<file path="src/rtl/exu_lsu_if.sv">
// AGU-side request/completion and data-bus command/response signals of the
// load/store unit, bundled so the unit and its environment share one port.
interface exu_lsu_if;
    // AGU request / completion
    logic        hs_ag4ls_val;
    logic        hs_ls4ag_rdy;
    logic [31:0] i_ls_adr;
    logic [31:0] i_ls_wdat;
    logic [3:0]  i_ls_wen;
    logic        i_ls_ren;
    logic [31:0] o_ls_rdat;
    logic        o_ls_err;
    // Data bus command channel
    logic        o_bus_cmd_val;
    logic        i_bus_cmd_rdy;
    logic [31:0] o_bus_cmd_adr;
    logic        o_bus_cmd_read;
    logic [31:0] o_bus_cmd_wdat;
    logic [3:0]  o_bus_cmd_wen;
    // Data bus response channel
    logic        i_bus_rsp_val;
    logic        o_bus_rsp_rdy;
    logic [31:0] i_bus_rsp_rdat;
    logic        i_bus_rsp_err;

    // Load/store unit view
    modport master (
        input  hs_ag4ls_val, i_ls_adr, i_ls_wdat, i_ls_wen, i_ls_ren,
        input  i_bus_cmd_rdy, i_bus_rsp_val, i_bus_rsp_rdat, i_bus_rsp_err,
        output hs_ls4ag_rdy, o_ls_rdat, o_ls_err,
        output o_bus_cmd_val, o_bus_cmd_adr, o_bus_cmd_read, o_bus_cmd_wdat, o_bus_cmd_wen,
        output o_bus_rsp_rdy
    );

    // Environment view (AGU plus data bus)
    modport slave (
        output hs_ag4ls_val, i_ls_adr, i_ls_wdat, i_ls_wen, i_ls_ren,
        output i_bus_cmd_rdy, i_bus_rsp_val, i_bus_rsp_rdat, i_bus_rsp_err,
        input  hs_ls4ag_rdy, o_ls_rdat, o_ls_err,
        input  o_bus_cmd_val, o_bus_cmd_adr, o_bus_cmd_read, o_bus_cmd_wdat, o_bus_cmd_wen,
        input  o_bus_rsp_rdy
    );
endinterface

</file>
<file path="src/rtl/exu_lsu.sv">
// Load/store unit behind the EXU address-generation stage.
// One access at a time: latch the request in IDLE, issue it on the bus (CMD),
// wait for the response (RSP), then pulse completion for one cycle (DONE).
//
// Handshakes: the bus command transfers in a cycle where o_bus_cmd_val and
// i_bus_cmd_rdy are both 1; the response transfers in a cycle where
// i_bus_rsp_val and o_bus_rsp_rdy are both 1. The AGU holds hs_ag4ls_val
// until it sees the one-cycle hs_ls4ag_rdy pulse; the request is only
// sampled in IDLE.
//
// A watchdog counts cycles spent in CMD+RSP. When the count reaches
// 2^TMO_W-1 without a transfer in that cycle, the access ends with err=1.
// A transfer that does happen in that same cycle is honoured, because the
// bus has already seen it complete; after a last-cycle command acceptance
// the response gets one more cycle before the access is abandoned.
module exu_lsu #(
    parameter int TMO_W = 8
) (
    input  logic       clk,
    input  logic       rst,
    exu_lsu_if.master  ls,
    output logic [1:0] dbg_state
);

    typedef enum logic [1:0] {
        IDLE = 2'd0,
        CMD  = 2'd1,
        RSP  = 2'd2,
        DONE = 2'd3
    } state_t;

    localparam logic [TMO_W-1:0] TMO_MAX = '1;
    localparam logic [TMO_W-1:0] TMO_PRE = TMO_MAX - TMO_W'(1);

    state_t           state;
    state_t           state_nxt;

    logic [29:0]      adr_q;
    logic [31:0]      wdat_q;
    logic [3:0]       wen_q;
    logic             rd_q;
    logic [31:0]      rdat_q;
    logic             err_q;
    logic [TMO_W-1:0] cnt_q;

    logic             cmd_val;
    logic             rsp_rdy;
    logic             ld_req;
    logic             cap_rsp;
    logic             set_tmo;
    logic             tmo_hit;

    // Watchdog expires on the cycle that brings the count to its last value.
    assign tmo_hit = (cnt_q >= TMO_PRE);

    // State register; reset drops bus valid/ready immediately via the state.
    always_ff @(posedge clk or posedge rst) begin
        if (rst) begin
            state <= IDLE;
        end else begin
            state <= state_nxt;
        end
    end

    // Next-state and handshake control.
    always_comb begin
        state_nxt = state;
        cmd_val   = 1'b0;
        rsp_rdy   = 1'b0;
        ld_req    = 1'b0;
        cap_rsp   = 1'b0;
        set_tmo   = 1'b0;
        case (state)
            IDLE: begin
                if (ls.hs_ag4ls_val) begin
                    ld_req = 1'b1;
                    // Writes win over reads; neither enable set is a null access.
                    if ((ls.i_ls_wen != 4'd0) || ls.i_ls_ren) begin
                        state_nxt = CMD;
                    end else begin
                        state_nxt = DONE;
                    end
                end
            end
            CMD: begin
                cmd_val = 1'b1;
                if (ls.i_bus_cmd_rdy) begin
                    state_nxt = RSP;
                end else if (tmo_hit) begin
                    set_tmo   = 1'b1;
                    state_nxt = DONE;
                end
            end
            RSP: begin
                rsp_rdy = 1'b1;
                if (ls.i_bus_rsp_val) begin
                    cap_rsp   = 1'b1;
                    state_nxt = DONE;
                end else if (tmo_hit) begin
                    set_tmo   = 1'b1;
                    state_nxt = DONE;
                end
            end
            DONE: begin
                state_nxt = IDLE;
            end
            default: begin
                state_nxt = IDLE;
            end
        endcase
    end

    // Request latch, result capture and watchdog counter.
    always_ff @(posedge clk or posedge rst) begin
        if (rst) begin
            adr_q  <= '0;
            wdat_q <= '0;
            wen_q  <= '0;
            rd_q   <= 1'b0;
            rdat_q <= '0;
            err_q  <= 1'b0;
            cnt_q  <= '0;
        end else begin
            if (ld_req) begin
                adr_q  <= ls.i_ls_adr[31:2];
                wdat_q <= ls.i_ls_wdat;
                wen_q  <= ls.i_ls_wen;
                rd_q   <= (ls.i_ls_wen == 4'd0) && ls.i_ls_ren;
                rdat_q <= '0;
                err_q  <= 1'b0;
                cnt_q  <= '0;
            end else if ((state == CMD) || (state == RSP)) begin
                if (cnt_q != TMO_MAX) begin
                    cnt_q <= cnt_q + TMO_W'(1);
                end
            end
            if (cap_rsp) begin
                rdat_q <= rd_q ? ls.i_bus_rsp_rdat : 32'd0;
                err_q  <= ls.i_bus_rsp_err;
            end else if (set_tmo) begin
                rdat_q <= '0;
                err_q  <= 1'b1;
            end
        end
    end

    // Bus and AGU outputs; results are visible only during the completion pulse.
    always_comb begin
        ls.o_bus_cmd_val  = cmd_val;
        ls.o_bus_cmd_adr  = {adr_q, 2'b00};
        ls.o_bus_cmd_read = rd_q;
        ls.o_bus_cmd_wdat = wdat_q;
        ls.o_bus_cmd_wen  = wen_q;
        ls.o_bus_rsp_rdy  = rsp_rdy;
        ls.hs_ls4ag_rdy   = (state == DONE);
        ls.o_ls_rdat      = (state == DONE) ? rdat_q : 32'd0;
        ls.o_ls_err       = (state == DONE) ? err_q : 1'b0;
        dbg_state         = state;
    end

endmodule

</file>
<file path="src/flat_wrapper.sv">
// flat-port wrapper written by rule: the top's interface ports become plain ports
module exu_lsu_flat 
#(
    parameter int TMO_W = 8
)
  (clk, rst, dbg_state, ls_hs_ag4ls_val, ls_i_ls_adr, ls_i_ls_wdat, ls_i_ls_wen, ls_i_ls_ren, ls_i_bus_cmd_rdy, ls_i_bus_rsp_val, ls_i_bus_rsp_rdat, ls_i_bus_rsp_err, ls_hs_ls4ag_rdy, ls_o_ls_rdat, ls_o_ls_err, ls_o_bus_cmd_val, ls_o_bus_cmd_adr, ls_o_bus_cmd_read, ls_o_bus_cmd_wdat, ls_o_bus_cmd_wen, ls_o_bus_rsp_rdy);
  exu_lsu_if ls_i ();
  input  logic clk;
  input  logic rst;
  output logic [1:0] dbg_state;
  input wire logic [$bits(ls_i.hs_ag4ls_val)-1:0] ls_hs_ag4ls_val;
  input wire logic [$bits(ls_i.i_ls_adr)-1:0] ls_i_ls_adr;
  input wire logic [$bits(ls_i.i_ls_wdat)-1:0] ls_i_ls_wdat;
  input wire logic [$bits(ls_i.i_ls_wen)-1:0] ls_i_ls_wen;
  input wire logic [$bits(ls_i.i_ls_ren)-1:0] ls_i_ls_ren;
  input wire logic [$bits(ls_i.i_bus_cmd_rdy)-1:0] ls_i_bus_cmd_rdy;
  input wire logic [$bits(ls_i.i_bus_rsp_val)-1:0] ls_i_bus_rsp_val;
  input wire logic [$bits(ls_i.i_bus_rsp_rdat)-1:0] ls_i_bus_rsp_rdat;
  input wire logic [$bits(ls_i.i_bus_rsp_err)-1:0] ls_i_bus_rsp_err;
  output wire logic [$bits(ls_i.hs_ls4ag_rdy)-1:0] ls_hs_ls4ag_rdy;
  output wire logic [$bits(ls_i.o_ls_rdat)-1:0] ls_o_ls_rdat;
  output wire logic [$bits(ls_i.o_ls_err)-1:0] ls_o_ls_err;
  output wire logic [$bits(ls_i.o_bus_cmd_val)-1:0] ls_o_bus_cmd_val;
  output wire logic [$bits(ls_i.o_bus_cmd_adr)-1:0] ls_o_bus_cmd_adr;
  output wire logic [$bits(ls_i.o_bus_cmd_read)-1:0] ls_o_bus_cmd_read;
  output wire logic [$bits(ls_i.o_bus_cmd_wdat)-1:0] ls_o_bus_cmd_wdat;
  output wire logic [$bits(ls_i.o_bus_cmd_wen)-1:0] ls_o_bus_cmd_wen;
  output wire logic [$bits(ls_i.o_bus_rsp_rdy)-1:0] ls_o_bus_rsp_rdy;
  assign ls_i.hs_ag4ls_val = ls_hs_ag4ls_val;
  assign ls_i.i_ls_adr = ls_i_ls_adr;
  assign ls_i.i_ls_wdat = ls_i_ls_wdat;
  assign ls_i.i_ls_wen = ls_i_ls_wen;
  assign ls_i.i_ls_ren = ls_i_ls_ren;
  assign ls_i.i_bus_cmd_rdy = ls_i_bus_cmd_rdy;
  assign ls_i.i_bus_rsp_val = ls_i_bus_rsp_val;
  assign ls_i.i_bus_rsp_rdat = ls_i_bus_rsp_rdat;
  assign ls_i.i_bus_rsp_err = ls_i_bus_rsp_err;
  assign ls_hs_ls4ag_rdy = ls_i.hs_ls4ag_rdy;
  assign ls_o_ls_rdat = ls_i.o_ls_rdat;
  assign ls_o_ls_err = ls_i.o_ls_err;
  assign ls_o_bus_cmd_val = ls_i.o_bus_cmd_val;
  assign ls_o_bus_cmd_adr = ls_i.o_bus_cmd_adr;
  assign ls_o_bus_cmd_read = ls_i.o_bus_cmd_read;
  assign ls_o_bus_cmd_wdat = ls_i.o_bus_cmd_wdat;
  assign ls_o_bus_cmd_wen = ls_i.o_bus_cmd_wen;
  assign ls_o_bus_rsp_rdy = ls_i.o_bus_rsp_rdy;
  exu_lsu #(.TMO_W(TMO_W)) u_core (.clk(clk), .rst(rst), .ls(ls_i), .dbg_state(dbg_state));
endmodule
</file>
<file path="config.mk">
export PLATFORM = sky130hd
export DESIGN_NAME = exu_lsu_flat
export DESIGN_NICKNAME = d
export VERILOG_FILES = /design/src/rtl/exu_lsu_if.sv /design/src/rtl/exu_lsu.sv /design/src/flat_wrapper.sv
export SDC_FILE = /design/constraint.sdc
export NUM_CORES = 1
export LEC_CHECK = 0
export ABC_AREA = 1
export CORE_ASPECT_RATIO = 0.7
export CORE_MARGIN = 2
export CORE_UTILIZATION = 46
export DETAILED_ROUTE_END_ITERATION = 12
export PLACE_DENSITY = 0.86
export REMOVE_ABC_BUFFERS = 1
export SYNTH_ARGS = -nofsm -noshare
export SYNTH_HDL_FRONTEND = slang
export SYNTH_SLANG_ARGS = --single-unit
</file>
<file path="constraint.sdc">
create_clock -name clk -period 4.9 [get_ports clk]
set_input_delay 0.49 -clock clk [delete_from_list [all_inputs] [get_ports clk]]
set_output_delay 0.49 -clock clk [all_outputs]
set_load 0.1 [all_outputs]
</file>
# Word level (Yosys, flattened, before mapping)
# Index checks and enable logic that the tools add are counted.
[word_totals]
ff_bits = 110
out_inout_bits = 107
elab_cells = 53
[classes]
addsub = 1
order_cmp = 1
n_eq_ne = 5
n_mux = 28
n_reduce_logical = 10
[op_table]
columns = ["operator", "count"]
rows = [
  ["two-way mux 32 bit", 5],
  ["two-way mux 8 bit", 3],
  ["two-way mux 1 bit", 13],
  ["two-way mux 2 bit", 5],
  ["adder 8 x 1 -> 8 bit (second input constant)", 1],
  ["greater-or-equal comparator 8 bit (second input constant)", 1],
  ["!= test 8 bit (second input constant)", 1],
  ["case mux 2 bit (4 select lines)", 1],
  ["== test 2 bit (second input constant)", 2],
  ["zero test 4 bit", 1],
  ["nonzero test 2 bit", 2],
  ["nonzero test 4 bit", 1],
  ["nonzero test 3 bit", 1],
  ["== test 2 x 1 -> 1 bit (second input constant)", 1],
  ["zero test 2 bit", 1],
  ["logical OR 1 bit", 2],
  ["!= test 2 bit (second input constant)", 1],
  ["case mux 1 bit (2 select lines)", 1],
  ["AND reduction 2 bit", 1],
  ["logical AND 1 bit", 1],
]

# Logic depth before layout (Yosys ltp)
[depth]
word_depth = 6
ltp_mapped = 10
depth_no_buf = 10

# Worst setup path after synthesis
# OpenSTA, ideal clock, no wires.
[synth_path]
path_type = "register to output"
start = "reg u_core.state[1], in the netlist u_core.dbg_state[1]"
end = "out ls_o_ls_rdat[26]"
arrival_time_ns = 3.112
required_time_ns = 4.410
setup_slack_ns = 1.298
path_stages_with_launch = 6
path_buffers = 2
path_cell_list = "dfrtp_1 ha_1 clkbuf_1 clkbuf_1 nand2_1 inv_1"
[synth_via]
elab_chain_cells = 2
[synth_rtl]
columns = ["element", "line", "rtl"]
rows = [
  ["start: declaration", "exu_lsu.sv:35", "state_t state;"],
  ["start signal: assignment", "exu_lsu.sv:61", "state <= state_nxt;"],
  ["== test 2 bit", "--", ""],
  ["named net ls_hs_ls4ag_rdy", "flat_wrapper.sv:20", "output wire logic [$bits(ls_i.hs_ls4ag_rdy)-1:0] ls_hs_ls4ag_rdy;"],
  ["two-way mux 32 bit", "exu_lsu.sv:156", "ls.o_ls_rdat = (state == DONE) ? rdat_q : 32'd0;"],
  ["end: declaration", "flat_wrapper.sv:21", "output wire logic [$bits(ls_i.o_ls_rdat)-1:0] ls_o_ls_rdat;"],
]
# The timed path passes the listed nets, and every way through them passes these cells.

# Worst setup path after layout
[layout_path]
start = "reg u_core.state[1], in the netlist u_core.dbg_state[1]"
end = "out ls_o_ls_rdat[4]"
[layout_via]
elab_chain_cells = 2
[layout_rtl]
columns = ["element", "line"]
rows = [
  ["== test 2 bit", "exu_lsu.sv:156"],
  ["two-way mux 32 bit", "exu_lsu.sv:156"],
]
# Every way passes these cells.

==> out/qor.csv <==
stage,metric,value,unit
status,outcome,"finished, final reports clean",
floorplanning,Std-Cell Rows,32,
cells_and_area,Final Cell Area,7535,um2
grt,overall routing resource usage,0.2373,
timing,Slew @ Worst Pin,1.266,ns
grt,vias in the first global route,4668,
cts,post-CTS setup buffers,0,
cells_and_area,most frequent cells in the layout,"nand2_1 (289), clkdlybuf4s50_1 (209), dfrtp_1 (110), inv_1 (54), nand3_1 (45)",
cells_and_area,Register Area,2753,um2
cells_and_area,final net count,917,
timing,Fmax achieved,273.2,MHz
drt,detailed router's first-iteration violation count,224,
logic_synthesis,register area share after synthesis,0.5417,
floorplanning,die span in x,129.6,um
power_and_ir_drop,Leak,0.003900,uW
cells_and_area,Finished Layout Cells,961,
critical_path,critical path arrival,3.17,ns
logic_synthesis,syn_area_per_cell,8.262,um2
cts,worst skew pair latency,0.33,ns
grt,first-pass GRT wire length,22.38,mm
cells_and_area,"commonest non-fill, non-tap cell in the layout",nand2_1,
min_path,type of the worst min-delay path,reg -> reg,
timing,Tcrit/Tclk final,0.7471,
place,placed insts,945,
grt,initial antenna violation count,0,
drt,drt wl/cell,14.18,um
drt,Via density,4.773,
cts,Root Driver,clkbuf_16,
logic_synthesis,Yosys cell types,26,
job,max cap viols,0,
floorplanning,IO Count,214,
cts,H-tree levels,3,
cts,post-CTS sizing,0,
critical_path,"critical path fanouts, max",34,
critical_path,CP Capture Type,output pin,
grt,remaining global-route overflow,0,
place,"Cell Area, Placed",7222,um2
cells_and_area,layout cells sized above 1,0.07426,
grt,largest net degree at the start of global routing,87,
power_and_ir_drop,maximum vdd ir drop,0.8165,mV
floorplanning,starting density of the core,0.4666,
power_and_ir_drop,power per cell area,752.8,nW/um2
critical_path,crit path launch type,flop,
cts,TritonCTS clock tree,yes,
timing,"Hold Violations, Final",0,
floorplanning,core area,10890,um2
cells_and_area,area of the multi-input gates,1951,um2
cts,Clock Path Buffers,2,
logic_synthesis,Synth Cell Area,5081,um2
floorplanning,chip height,91.94,um
drt,via count of the routed design,4587,
timing,Finish-stage setup viols,0,
place,Port Buffers,209,
place,"worst slack, placed",1.559,ns
cells_and_area,P&R area growth vs syn,48.29,%
cts,TritonCTS Buffers,9,
logic_synthesis,Seq cells post-synth,110,
place,Post-DP HPWL,9.574,mm
drt,drt first pass iters,5,
timing,RSZ-0062 raised after global routing,false,
cells_and_area,fillers,840,
logic_synthesis,Ys Warns,0,
timing,slew margin rel.,0.1562,
cells_and_area,# diodes,0,
logic_synthesis,Mapped Cells,615,
timing,post-layout min period,3.661,ns
cts,Sink Count,110,
drt,Post-DRT Antenna Nets,0,
place,routability cong.,0.8511,
floorplanning,die area,11920,um2
drt,DRT Wirelength,13.63,mm
critical_path,CP required,4.41,ns
drt,DRC errors left,0,
timing,Worst Skew,0.005146,ns
critical_path,WS Path Type,reg -> out,
timing,fin. max-slew vios,0,
cts,Post-CTS Hold Fix Bufs,0,
timing,Setup WS post-layout,1.239,ns
cts,"Reg clk slew, reported paths",0.07,ns
## metrics by stage
step	setup TNS [ns]	utilization	total power, uW	hold slack (ns)
detailed placement	0	0.6631	4941	0.4641
global placement	0	0.6631	4871	0.4624
CTS	0	0.6919	5707	0.4829
floorplan	-10.73	-	4041	0.4690
finish	0	0.6919	5672	0.4810
global route	0	0.6919	5922	0.5074
## flip-flops by register name (all words and copies together) (netlist names)
register,count
u_core.err_q,1
u_core.rdat_q,32
u_core.adr_q,30
u_core.ls.o_bus_cmd_read,1
u_core.dbg_state,2
u_core.cnt_q,8
u_core.ls.o_bus_cmd_wdat,32
u_core.ls.o_bus_cmd_wen,4
## per-layer routing
layer	part of all wire	up-vias	global-route usage
li1	-	2247	-
met1	0.43	2162	0.2989
met2	0.48	161	0.3918
met3	0.086	17	0.09043
met4	0.011	0	0.04839
met5	0	-	0
## report_power, final
group / switching (uW) / internal, uW
sequential: 190 / 1210
clock: 311 / 440
combinational: 2770 / 759
## cell usage after synthesis, drive strengths merged
master  instances  area, um2
a21oi           3      26.28
buf            13      92.58
clkbuf         23      86.33
conb            1      3.750
dfrtp         110       2753
ha              7      87.58
inv            56      210.2
nand2         294       1119
nand3          75      525.5
nand4           4      25.02
nor2           10      47.55
o211ai          1      7.510
o21ai          14      70.07
or2             3      18.77
xor2            1      8.760
## cell type report
type | count | share of cell area
clock buffers | 14 | 0.03637
inverters | 56 | 0.02823
repair buffers | 212 | 0.2806
clock inverters | 2 | 0.005148
well taps | 153 | 0.02541
flip-flops and latches | 110 | 0.3653
multi-input cells | 414 | 0.2589
## worst paths after layout
path                                             start                     endpoint  slack (ns)  depth (start not counted)
max                                u_core.dbg_state[1]              ls_o_ls_rdat[4]        1.24                          4
min                        u_core.ls.o_bus_cmd_wdat[7]  u_core.ls.o_bus_cmd_wdat[7]        0.48                          2
max reg2reg                        u_core.dbg_state[0]             u_core.adr_q[15]        2.55                          6
min reg2reg                u_core.ls.o_bus_cmd_wdat[7]  u_core.ls.o_bus_cmd_wdat[7]        0.48                          2
max in group asynchronous                          rst            u_core.rdat_q[18]        3.13                          3
min in group asynchronous                          rst              u_core.adr_q[1]        0.68                          2
## kinds of logic after synthesis
family	count (synthesis)	synth area share
and+or+nand+nor	386	0.3415
DFF	110	0.5417
buffers and inverters	92	0.07658
AOI/OAI and AO/OA	18	0.02044
adders and majority gates	7	0.01724
xor gates and xnor gates	1	0.001724
other	1	0.0007380
## critical path, cell delays in order (launching register included)
cell and delay, ns:
dfrtp_1 0.41, ha_1 1.02, nand2_1 0.13, inv_1 0.11, clkdlybuf4s50_1 1.14
Power figures use the tool's default switching activity.
